[config.mk]
export PLATFORM = sky130hd
export DESIGN_NAME = pl_gold_scrambler
export DESIGN_NICKNAME = d
export VERILOG_FILES = /design/src/rtl/pls_pkg.sv /design/src/rtl/pls_gold_gen.sv /design/src/rtl/pl_gold_scrambler.sv
export SDC_FILE = /design/constraint.sdc
export NUM_CORES = 1
export LEC_CHECK = 0
export CORE_ASPECT_RATIO = 2
export CORE_MARGIN = 2
export CORE_UTILIZATION = 60
export CTS_BUF_LIST = sky130_fd_sc_hd__clkbuf_8
export CTS_CLUSTER_SIZE = 8
export DETAILED_ROUTE_END_ITERATION = 6
export HOLD_SLACK_MARGIN = 0.15
export PLACE_DENSITY_LB_ADDON = 0.1
export SKIP_LAST_GASP = 1
export SYNTH_ARGS = -nofsm -noshare
export SYNTH_HDL_FRONTEND = slang
export SYNTH_HIERARCHICAL = 1
export SYNTH_SLANG_ARGS = --single-unit
export TNS_END_PERCENT = 10
[constraint.sdc]
create_clock -name clk -period 5.7 [get_ports clk]
set_clock_uncertainty 0.05 [all_clocks]
set_input_delay 1.71 -clock clk [delete_from_list [all_inputs] [get_ports clk]]
set_output_delay 1.71 -clock clk [all_outputs]
set_load 0.005 [all_outputs]
[src/rtl/pls_pkg.sv]
// Shared constants, state type and helpers for the PL Gold-code scrambler.
package pls_pkg;

    localparam int PLS_LFSR_W = 18;
    localparam logic [PLS_LFSR_W-1:0] PLS_X_INIT = 18'h00001;
    localparam logic [PLS_LFSR_W-1:0] PLS_Y_INIT = 18'h3ffff;

    typedef enum logic [1:0] {
        ST_IDLE = 2'd0,
        ST_SEEK = 2'd1,
        ST_RUN  = 2'd2
    } pls_state_t;

    // Negate a w-bit two's-complement value held in 32 bits; the most negative value clamps to max.
    function automatic logic signed [31:0] sat_neg(input logic signed [31:0] v, input int w);
        logic signed [31:0] lo;
        logic signed [31:0] hi;
        lo = -(32'sd1 <<< (w - 1));
        hi = (32'sd1 <<< (w - 1)) - 32'sd1;
        return (v == lo) ? hi : -v;
    endfunction

    function automatic logic [PLS_LFSR_W-1:0] x_step(input logic [PLS_LFSR_W-1:0] x);
        return {x[7] ^ x[0], x[PLS_LFSR_W-1:1]};
    endfunction

    function automatic logic [PLS_LFSR_W-1:0] y_step(input logic [PLS_LFSR_W-1:0] y);
        return {y[10] ^ y[7] ^ y[5] ^ y[0], y[PLS_LFSR_W-1:1]};
    endfunction

endpackage

[src/rtl/pls_gold_gen.sv]
// Gold sequence generator: x/y LFSRs, seek to code index n, and the 2-bit rotation index R.
module pls_gold_gen
    import pls_pkg::*;
(
    input  logic                  clk,
    input  logic                  srst,
    input  logic                  seek_start,
    input  logic [PLS_LFSR_W-1:0] gold_n,
    input  logic                  seek_en,
    output logic                  seek_done,
    input  logic                  sym_load,
    input  logic                  sym_step,
    output logic [1:0]            r
);

    logic [PLS_LFSR_W-1:0] x_reg;
    logic [PLS_LFSR_W-1:0] y_reg;
    logic [PLS_LFSR_W-1:0] x_seed_reg;
    logic [PLS_LFSR_W-1:0] cnt_reg;
    logic [PLS_LFSR_W-1:0] n_reg;
    logic [PLS_LFSR_W-1:0] x_adv;
    logic [PLS_LFSR_W-1:0] src_x;
    logic [PLS_LFSR_W-1:0] src_y;
    logic                  more_steps;

    // The seek finishes in the cycle that performs the last step, so n steps take n cycles.
    assign more_steps = (cnt_reg != n_reg);
    assign seek_done  = !more_steps || ((cnt_reg + 18'd1) == n_reg);
    assign x_adv      = x_step(x_reg);

    // A frame start uses the reloaded registers for its own symbol.
    assign src_x = sym_load ? x_seed_reg : x_reg;
    assign src_y = sym_load ? PLS_Y_INIT : y_reg;

    assign r = {src_x[4] ^ src_x[6] ^ src_x[15] ^ src_y[5] ^ src_y[6] ^ (^src_y[15:8]),
                src_x[0] ^ src_y[0]};

    always_ff @(posedge clk) begin
        if (srst) begin
            x_reg      <= PLS_X_INIT;
            y_reg      <= PLS_Y_INIT;
            x_seed_reg <= PLS_X_INIT;
            cnt_reg    <= '0;
            n_reg      <= '0;
        end else if (seek_start) begin
            x_reg   <= PLS_X_INIT;
            y_reg   <= PLS_Y_INIT;
            cnt_reg <= '0;
            n_reg   <= gold_n;
        end else if (seek_en) begin
            if (more_steps) begin
                x_reg   <= x_adv;
                cnt_reg <= cnt_reg + 18'd1;
            end
            if (seek_done) begin
                x_seed_reg <= more_steps ? x_adv : x_reg;
            end
        end else if (sym_step) begin
            x_reg <= x_step(src_x);
            y_reg <= y_step(src_y);
        end
    end

endmodule

[src/rtl/pl_gold_scrambler.sv]
// DVB-S2 style PL Gold-code scrambler with seek, valid/ready streaming and one-cycle output register.
// Optional macro PLS_HEADER_BYPASS_EN passes the first HDR_LEN symbols of each frame unscrambled.
module pl_gold_scrambler
    import pls_pkg::*;
#(
    parameter int W       = 8,
    parameter int HDR_LEN = 90
) (
    input  logic                  clk,
    input  logic                  rst,
    input  logic                  cfg_start,
    input  logic [PLS_LFSR_W-1:0] gold_n,
    output logic                  cfg_busy,
    input  logic                  in_valid,
    output logic                  in_ready,
    input  logic                  in_sof,
    input  logic [W-1:0]          in_i,
    input  logic [W-1:0]          in_q,
    output logic                  out_valid,
    input  logic                  out_ready,
    output logic                  out_sof,
    output logic [W-1:0]          out_i,
    output logic [W-1:0]          out_q
);

    pls_state_t state_reg;
    pls_state_t state_next;

    logic        accept;
    logic        seek_done;
    logic        sym_load;
    logic        sym_step;
    logic [1:0]  r_gen;
    logic [1:0]  r_eff;
    logic [W-1:0] rot_i;
    logic [W-1:0] rot_q;
    logic signed [W-1:0] comp [2];
    logic signed [W-1:0] neg  [2];

    always_ff @(posedge clk) begin
        if (rst) begin
            state_reg <= ST_IDLE;
        end else begin
            state_reg <= state_next;
        end
    end

    always_comb begin
        state_next = state_reg;
        case (state_reg)
            ST_IDLE: if (cfg_start) state_next = ST_SEEK;
            ST_SEEK: begin
                if (cfg_start)      state_next = ST_SEEK;
                else if (seek_done) state_next = ST_RUN;
            end
            ST_RUN:  if (cfg_start) state_next = ST_SEEK;
            default: state_next = ST_IDLE;
        endcase
    end

    assign cfg_busy = (state_reg == ST_SEEK);
    assign in_ready = (state_reg == ST_RUN) && (!out_valid || out_ready);
    assign accept   = in_valid && in_ready;

    pls_gold_gen u_gold_gen (
        .clk        (clk),
        .srst       (rst),
        .seek_start (cfg_start),
        .gold_n     (gold_n),
        .seek_en    ((state_reg == ST_SEEK) && !cfg_start),
        .seek_done  (seek_done),
        .sym_load   (sym_load),
        .sym_step   (sym_step),
        .r          (r_gen)
    );

`ifdef PLS_HEADER_BYPASS_EN
    localparam int HCW = $clog2(HDR_LEN + 2);
    localparam logic [HCW-1:0] HDR_END = HCW'(HDR_LEN);

    logic [HCW-1:0] hdr_cnt_reg;
    logic [HCW-1:0] sym_idx;
    logic           in_hdr;

    // Index of the current symbol within its frame; saturates one past the header.
    assign sym_idx  = in_sof ? '0 : hdr_cnt_reg;
    assign in_hdr   = (sym_idx < HDR_END);
    assign sym_load = accept && (sym_idx == HDR_END);
    assign sym_step = accept && !in_hdr;
    assign r_eff    = in_hdr ? 2'd0 : r_gen;

    always_ff @(posedge clk) begin
        if (rst) begin
            hdr_cnt_reg <= '0;
        end else if (accept) begin
            if (in_sof)                    hdr_cnt_reg <= HCW'(1);
            else if (hdr_cnt_reg <= HDR_END) hdr_cnt_reg <= hdr_cnt_reg + HCW'(1);
        end
    end
`else
    assign sym_load = accept && in_sof;
    assign sym_step = accept;
    assign r_eff    = r_gen;
`endif

    assign comp[0] = in_i;
    assign comp[1] = in_q;

    generate
        for (genvar gi = 0; gi < 2; gi++) begin : g_neg
            assign neg[gi] = W'(sat_neg(32'(comp[gi]), W));
        end
    endgenerate

    always_comb begin
        rot_i = in_i;
        rot_q = in_q;
        case (r_eff)
            2'd1: begin rot_i = neg[1]; rot_q = in_i;   end
            2'd2: begin rot_i = neg[0]; rot_q = neg[1]; end
            2'd3: begin rot_i = in_q;   rot_q = neg[0]; end
            default: ;
        endcase
    end

    always_ff @(posedge clk) begin
        if (rst) begin
            out_valid <= 1'b0;
            out_sof   <= 1'b0;
            out_i     <= '0;
            out_q     <= '0;
        end else if (accept) begin
            out_valid <= 1'b1;
            out_sof   <= in_sof;
            out_i     <= rot_i;
            out_q     <= rot_q;
        end else if (out_ready) begin
            out_valid <= 1'b0;
        end
    end

endmodule

After elaboration in Yosys (flattened, before gate mapping)
Index checks and enable logic that the tools add are counted.
{ "totals": {"register_bits": 110, "latch_bits": 0, "mem_bits_rw": 0, "rom_bits": 0, "input_bits": 40, "out_inout_bits": 20, "elab_cells": 71, "memories": 0} }
{ "classes": {"add_sub_neg": 3, "mul": 0, "div": 0, "n_lt_le_gt_ge": 0, "eq_ne": 11, "n_shift": 0, "muxes": 15, "bitwise": 13, "n_reduce_logical": 19} }
{ "op_table": {"columns": ["operator", "n"], "rows": [
  ["two-way mux 18 bit", 5],
  ["case mux 8 bit (3 select lines)", 2],
  ["adder 18 x 1 -> 18 bit (second input constant)", 1],
  ["== test 18 bit", 1],
  ["inequality test 18 bit", 1],
  ["== test 8 bit (second input constant)", 2],
  ["two-way mux 8 bit", 2],
  ["negation 8 bit", 2],
  ["XOR 1 bit", 11],
  ["XOR reduction 8 bit", 1],
  ["== test 2 bit (second input constant)", 3],
  ["two-way mux 2 bit", 3],
  ["AND reduction 2 bit", 3],
  ["== test 2 x 1 -> 1 bit (second input constant)", 2],
  ["logical AND 1 bit", 4],
  ["case mux 2 bit (2 select lines)", 1],
  ["nonzero test 2 bit", 2],
  ["OR reduction 2 bit", 2],
  ["logical NOT 1 bit", 3],
  ["inequality test 3 x 2 -> 1 bit (second input constant)", 1],
  ["AND reduction 3 bit", 1],
  ["logical NOT 2 bit", 1],
  ["logical OR 1 bit", 2],
  ["two-way mux 1 bit", 2],
  ["2 further kinds", 3]
]} }

Depth between registers and ports, before layout
{ "depth": {"word_depth": 13, "depth_mapped": 17, "depth_no_buf": 11} }

Hierarchy
Netlist, hierarchy kept.
{ "modules_own_cells": {"columns": ["module", "n_inst", "cells_each", "area_each_um2", "seq_area_each_um2"], "rows": [
  ["pls_gold_gen", 1, 565, 4840.9, 1801.7],
  ["pl_gold_scrambler", 1, 229, 1805.5, 400.4]
]} }

Worst setup path before layout
No wires, ideal clock.
{ "synth_path": {"kind": "input -> register", "start": "input port out_ready", "end": "register out_i[5]", "setup_ns": 0.122, "arrival_ns": 4.540, "required_time_ns": 5.528, "slack_ns": 0.988, "path_stages": 15, "path_buffers": 5, "cell_sequence": "nand2b_1 > clkbuf_1 > nand3_2 > inv_1 > nand2_1 > inv_1 > clkbuf_1 > clkbuf_1 > clkbuf_1 > o21ai_0 > clkbuf_1 > inv_1 > nor2_1 > a221o_2 > o311a_1"} }
{ "synth_between": {"elab_chain_cells": 12, "elab_cells_between_ends": 17, "classes_between": "3 x eq/ne; 3 x mux; 6 x bitwise; 5 x reduce/logical"} }
{ "synth_lines": {"columns": ["item", "line", "text"], "rows": [
  ["from (decl)", "pl_gold_scrambler.sv:20", "input logic out_ready,"],
  ["logical OR 1 bit (*)", "pl_gold_scrambler.sv:62", "assign in_ready = (state_reg == ST_RUN) && (!out_valid || out_ready);"],
  ["logical AND 1 bit (*)", "pl_gold_scrambler.sv:62", null],
  ["logical AND 1 bit (*)", "pl_gold_scrambler.sv:63", "assign accept = in_valid && in_ready;"],
  ["via accept", "pl_gold_scrambler.sv:29", "logic accept;"],
  ["logical AND 1 bit (*)", "pl_gold_scrambler.sv:101", "assign sym_load = accept && in_sof;"],
  ["via sym_load", "pl_gold_scrambler.sv:31", "logic sym_load;"],
  ["two-way mux 18 bit", "pls_gold_gen.sv:32", "assign src_x = sym_load ? x_seed_reg : x_reg;"],
  ["XOR 1 bit (4 in series)", "pls_gold_gen.sv:35", "assign r = {src_x[4] ^ src_x[6] ^ src_x[15] ^ src_y[5] ^ src_y[6] ^ (^src_y[15:8]),"],
  ["XOR 1 bit (*)", "pls_gold_gen.sv:35", null],
  ["via r_eff[1]", "pl_gold_scrambler.sv:34", "logic [1:0] r_eff;"],
  ["== test 2 bit / == test 2 x 1 -> 1 bit (equally long branches)", "pl_gold_scrambler.sv:118", "case (r_eff)"],
  ["case mux 8 bit (3 select lines) (*)", "pl_gold_scrambler.sv:118", null],
  ["to (signal assigned)", "pl_gold_scrambler.sv:135", "out_i <= rot_i;"],
  ["to (decl)", "pl_gold_scrambler.sv:22", "output logic [W-1:0] out_i,"]
]} }
Mark *: on every way through the listed nets, which the timed path passes. The rest lies on a longest branch.
A chain may end at the register's enable or synchronous reset.

Final worst setup path
{ "layout_path": {"start": "input port out_ready", "end": "output port in_ready"} }
{ "layout_between": {"elab_chain_cells": 2} }
{ "layout_lines": {"columns": ["item", "line", "text"], "rows": [
  ["logical OR 1 bit", "pl_gold_scrambler.sv:62", null],
  ["logical AND 1 bit", "pl_gold_scrambler.sv:62", null],
  ["to (decl)", "pl_gold_scrambler.sv:15", "output logic in_ready,"]
]} }
Every way passes these cells.

==> flow_summary.toml <==
[status]
status = "complete, no violations"

[critical_path]
worstPathMaxFanout = 10
critPathArrivalTime_ns = 3.18
path_common_cell = "clkdlybuf4s50_1"
r2r_end = "out_q[5]"
reg2regPathDepth = 12
slowest_delay_ns = 0.49
end_kind = "output port"
slowest_stage = "clkdlybuf4s50_1"
path_cells = "clkdlybuf4s50_1 > nand2b_1 > and2_1 > clkdlybuf4s50_1"
crit_type = "in2out"
required_ns = 3.94
crit_start = "out_ready"
start_kind = "primary input"
r2r_start = "state_reg[1]"
regToRegSetupSlack_ns = 2.18

[logic_synthesis]
synth-seq-area-share_pct = 33.1
synth-simple-area-share_pct = 22.6
synth-seq-cells = 110
synthMuxAreaShare_pct = 7.98
synth_edf_count = 0
synth_top_area_share_pct = 33.1
async_flop_share_pct = 0
synth_xor_area_share_pct = 7.77
synth-main-ff-cell = "dfxtp_1"
syn_nets = 837
synth_most_common_cell = "dfxtp_1"
synth.distinct_cells = 84
synth_fa_ha_area_share_pct = 0.565
synth_area_um2 = 6650
yosysWarningCount = 6
syn_avg_cell_area_um2 = 8.37
yosysTopAreaCell = "dfxtp_1"
syn_inst = 794
synth_common_cells = "dfxtp_1, nor2_1, mux2i_1, nand2_1, clkbuf_1"
synth-compound-area-share_pct = 22.1
synth_top_family_by_area = "simple AND/OR/NAND/NOR gates"
synth_area_leaders = "dfxtp_1, mux2i_1, nor2_1"

[final_layout]
fin_area_um2 = 7410
antennaDiodeCount = 0
drive_gt1_share_pct = 6.99
fin_cells = 955
syn_to_final_growth_pct = 11.5
nets = 853

[global_routing]
grt_overflow = 0
grt_pass1_wl_um = 30900
grt_max_degree = 41
grt_use_total_pct = 32.2
grt_pass1_vias = 6234
antenna_found_initial = 0

[sta]
max_slew_margin_pct = 27.6
worst_pin_slew_ns = 1.08
drv_slew = 0
grt_setup_unrepaired = "no"
timing.setup.tns_ns = 0
finalCritPeriodShare_pct = 86.7
setup_viol = 0
hold-worst-slack_ns = 0.418
timing.fmax_ghz = 0.202
fin_crit_ns = 4.94
finalHoldViolCount = 0

[placed_design]
place_inst = 939
gp_congestion = 1.02
post-dp-hpwl_um = 13700
port-buffer-count = 59
post_dp_cell_area_um2 = 7190

[pwr]
powerDensity_nw_per_um2 = 203
p_leak_nw = 2.75
ir_drop_mv = 0.188

[drt]
vias = 6191
routed_wl_um = 18700
first_iter_violations = 428
drtPass1Iterations = 5
wl_per_cell_um = 19.6
detail-route-antenna-nets = 0
via_per_inst = 6.48
drc = 0

[clocking]
postCtsSetupBuffers = 0
insertion_delay_ns = 0.38
htreeDepth = 3
clkSinkCount = 110
clock_path_buffers = 2
cts.repair.resized = 0
cts_root_buf = "clkbuf_8"
cts_buffers = 9
cts_tree = "done"
ctsHoldBuffers = 0
clkSlewWorstSetupHoldPaths_ns = 0.12

[run]
cap_violations = 0

[min_path]
hold_end = "out_q[4]"
holdCritPathClass = "reg2reg"
worstHoldStart = "out_q[4]"
holdPathStages = 2

[floorplan]
dieArea_um2 = 12000
ios = 60
rows = 54
coreArea_um2 = 10900
chipHeight_um = 153
fp.dieW_um = 78.4
initial_utilization_pct = 61.1
[logic make-up (layout without fill, tap and decap cells)]
family          Yosys count  in the layout
mux                      53             53
flops                   110            110
xor+xnor                 59             59
buf+inv                  84            105
compound gates          203            203
fa+ha+maj                 3              3
simple gates            282            282
[layout by cell type, fill, tap and decap left out, types with 4 or more instances in the layout]
cell / count
dfxtp_1: 110
nor2_1: 98
clkdlybuf4s50_1: 59
mux2i_1: 53
nand2_1: 40
a21oi_1: 35
xor2_1: 33
a211oi_1: 30
o21ai_0: 29
nor3_1: 28
xnor2_1: 26
inv_1: 18
nand3_1: 18
a22o_1: 14
nand4_1: 12
buf_4: 12
and2_1: 11
a21o_1: 11
nor4_1: 10
nor2b_1: 9
o21ai_1: 9
o211ai_1: 9
clkbuf_8: 9
nand2b_1: 8
or3_1: 8
and3_1: 7
a221o_1: 7
a31oi_1: 6
o31ai_1: 5
a32o_1: 4
a32oi_1: 4
[power breakdown]
part / internal (mW) / switching (mW) / total, mW / leakage [nW]
sequential: 0.781 / 0.0140 / 0.795 / 0.892
combinational: 0.0862 / 0.125 / 0.211 / 1.76
clock: 0.182 / 0.317 / 0.500 / 0.108
total: 1.05 / 0.456 / 1.51 / 2.75
[metal layers]
layer / track usage [%] / up-vias / part of all wire [%]
met2: 60.2 / 239 / 54
li1: - / 2930 / -
met4: 20.3 / 0 / 6.4
met5: 0 / - / 0
met3: 4.49 / 79 / 4.0
met1: 32.4 / 2943 / 36
[worst max-delay path by stage]
stage,endpoint,slack [ns],cells past startpoint
2_1_floorplan,out_i[5],0.99,15
3_3_place_gp,in_ready,0.78,4
3_5_place_dp,out_q[5],0.73,13
4_1_cts,in_ready,0.76,4
5_1_grt,in_ready,0.71,4
6_report,in_ready,0.76,4
[per-stage QoR]
stage / util (%) / setup WS (ns) / power (mW)
floorplan: - / 0.988 / 0.945
global placement: 66.1 / 0.776 / 1.02
detailed placement: 66.1 / 0.730 / 1.02
CTS: 68.1 / 0.758 / 1.51
global route: 68.1 / 0.710 / 1.56
finish: 68.1 / 0.757 / 1.51
[critical path: cells and delay by family]
family | cells | cell delay [ns]
AND/OR/NAND/NOR | 2 | 0.52
buffers and inverters | 2 | 0.94
[cell type report]
cell class | instances | area (µm²)
Clock buffer | 9 | 124
Clock inverter | 7 | 93.8
Fill cell | 922 | 3470
Inverter | 18 | 67.6
Multi-Input combinational cell | 600 | 4070
Sequential cell | 110 | 2200
Tap cell | 140 | 175
Timing Repair Buffer | 71 | 681
No activity file was read; power rests on OpenSTA's default activity.
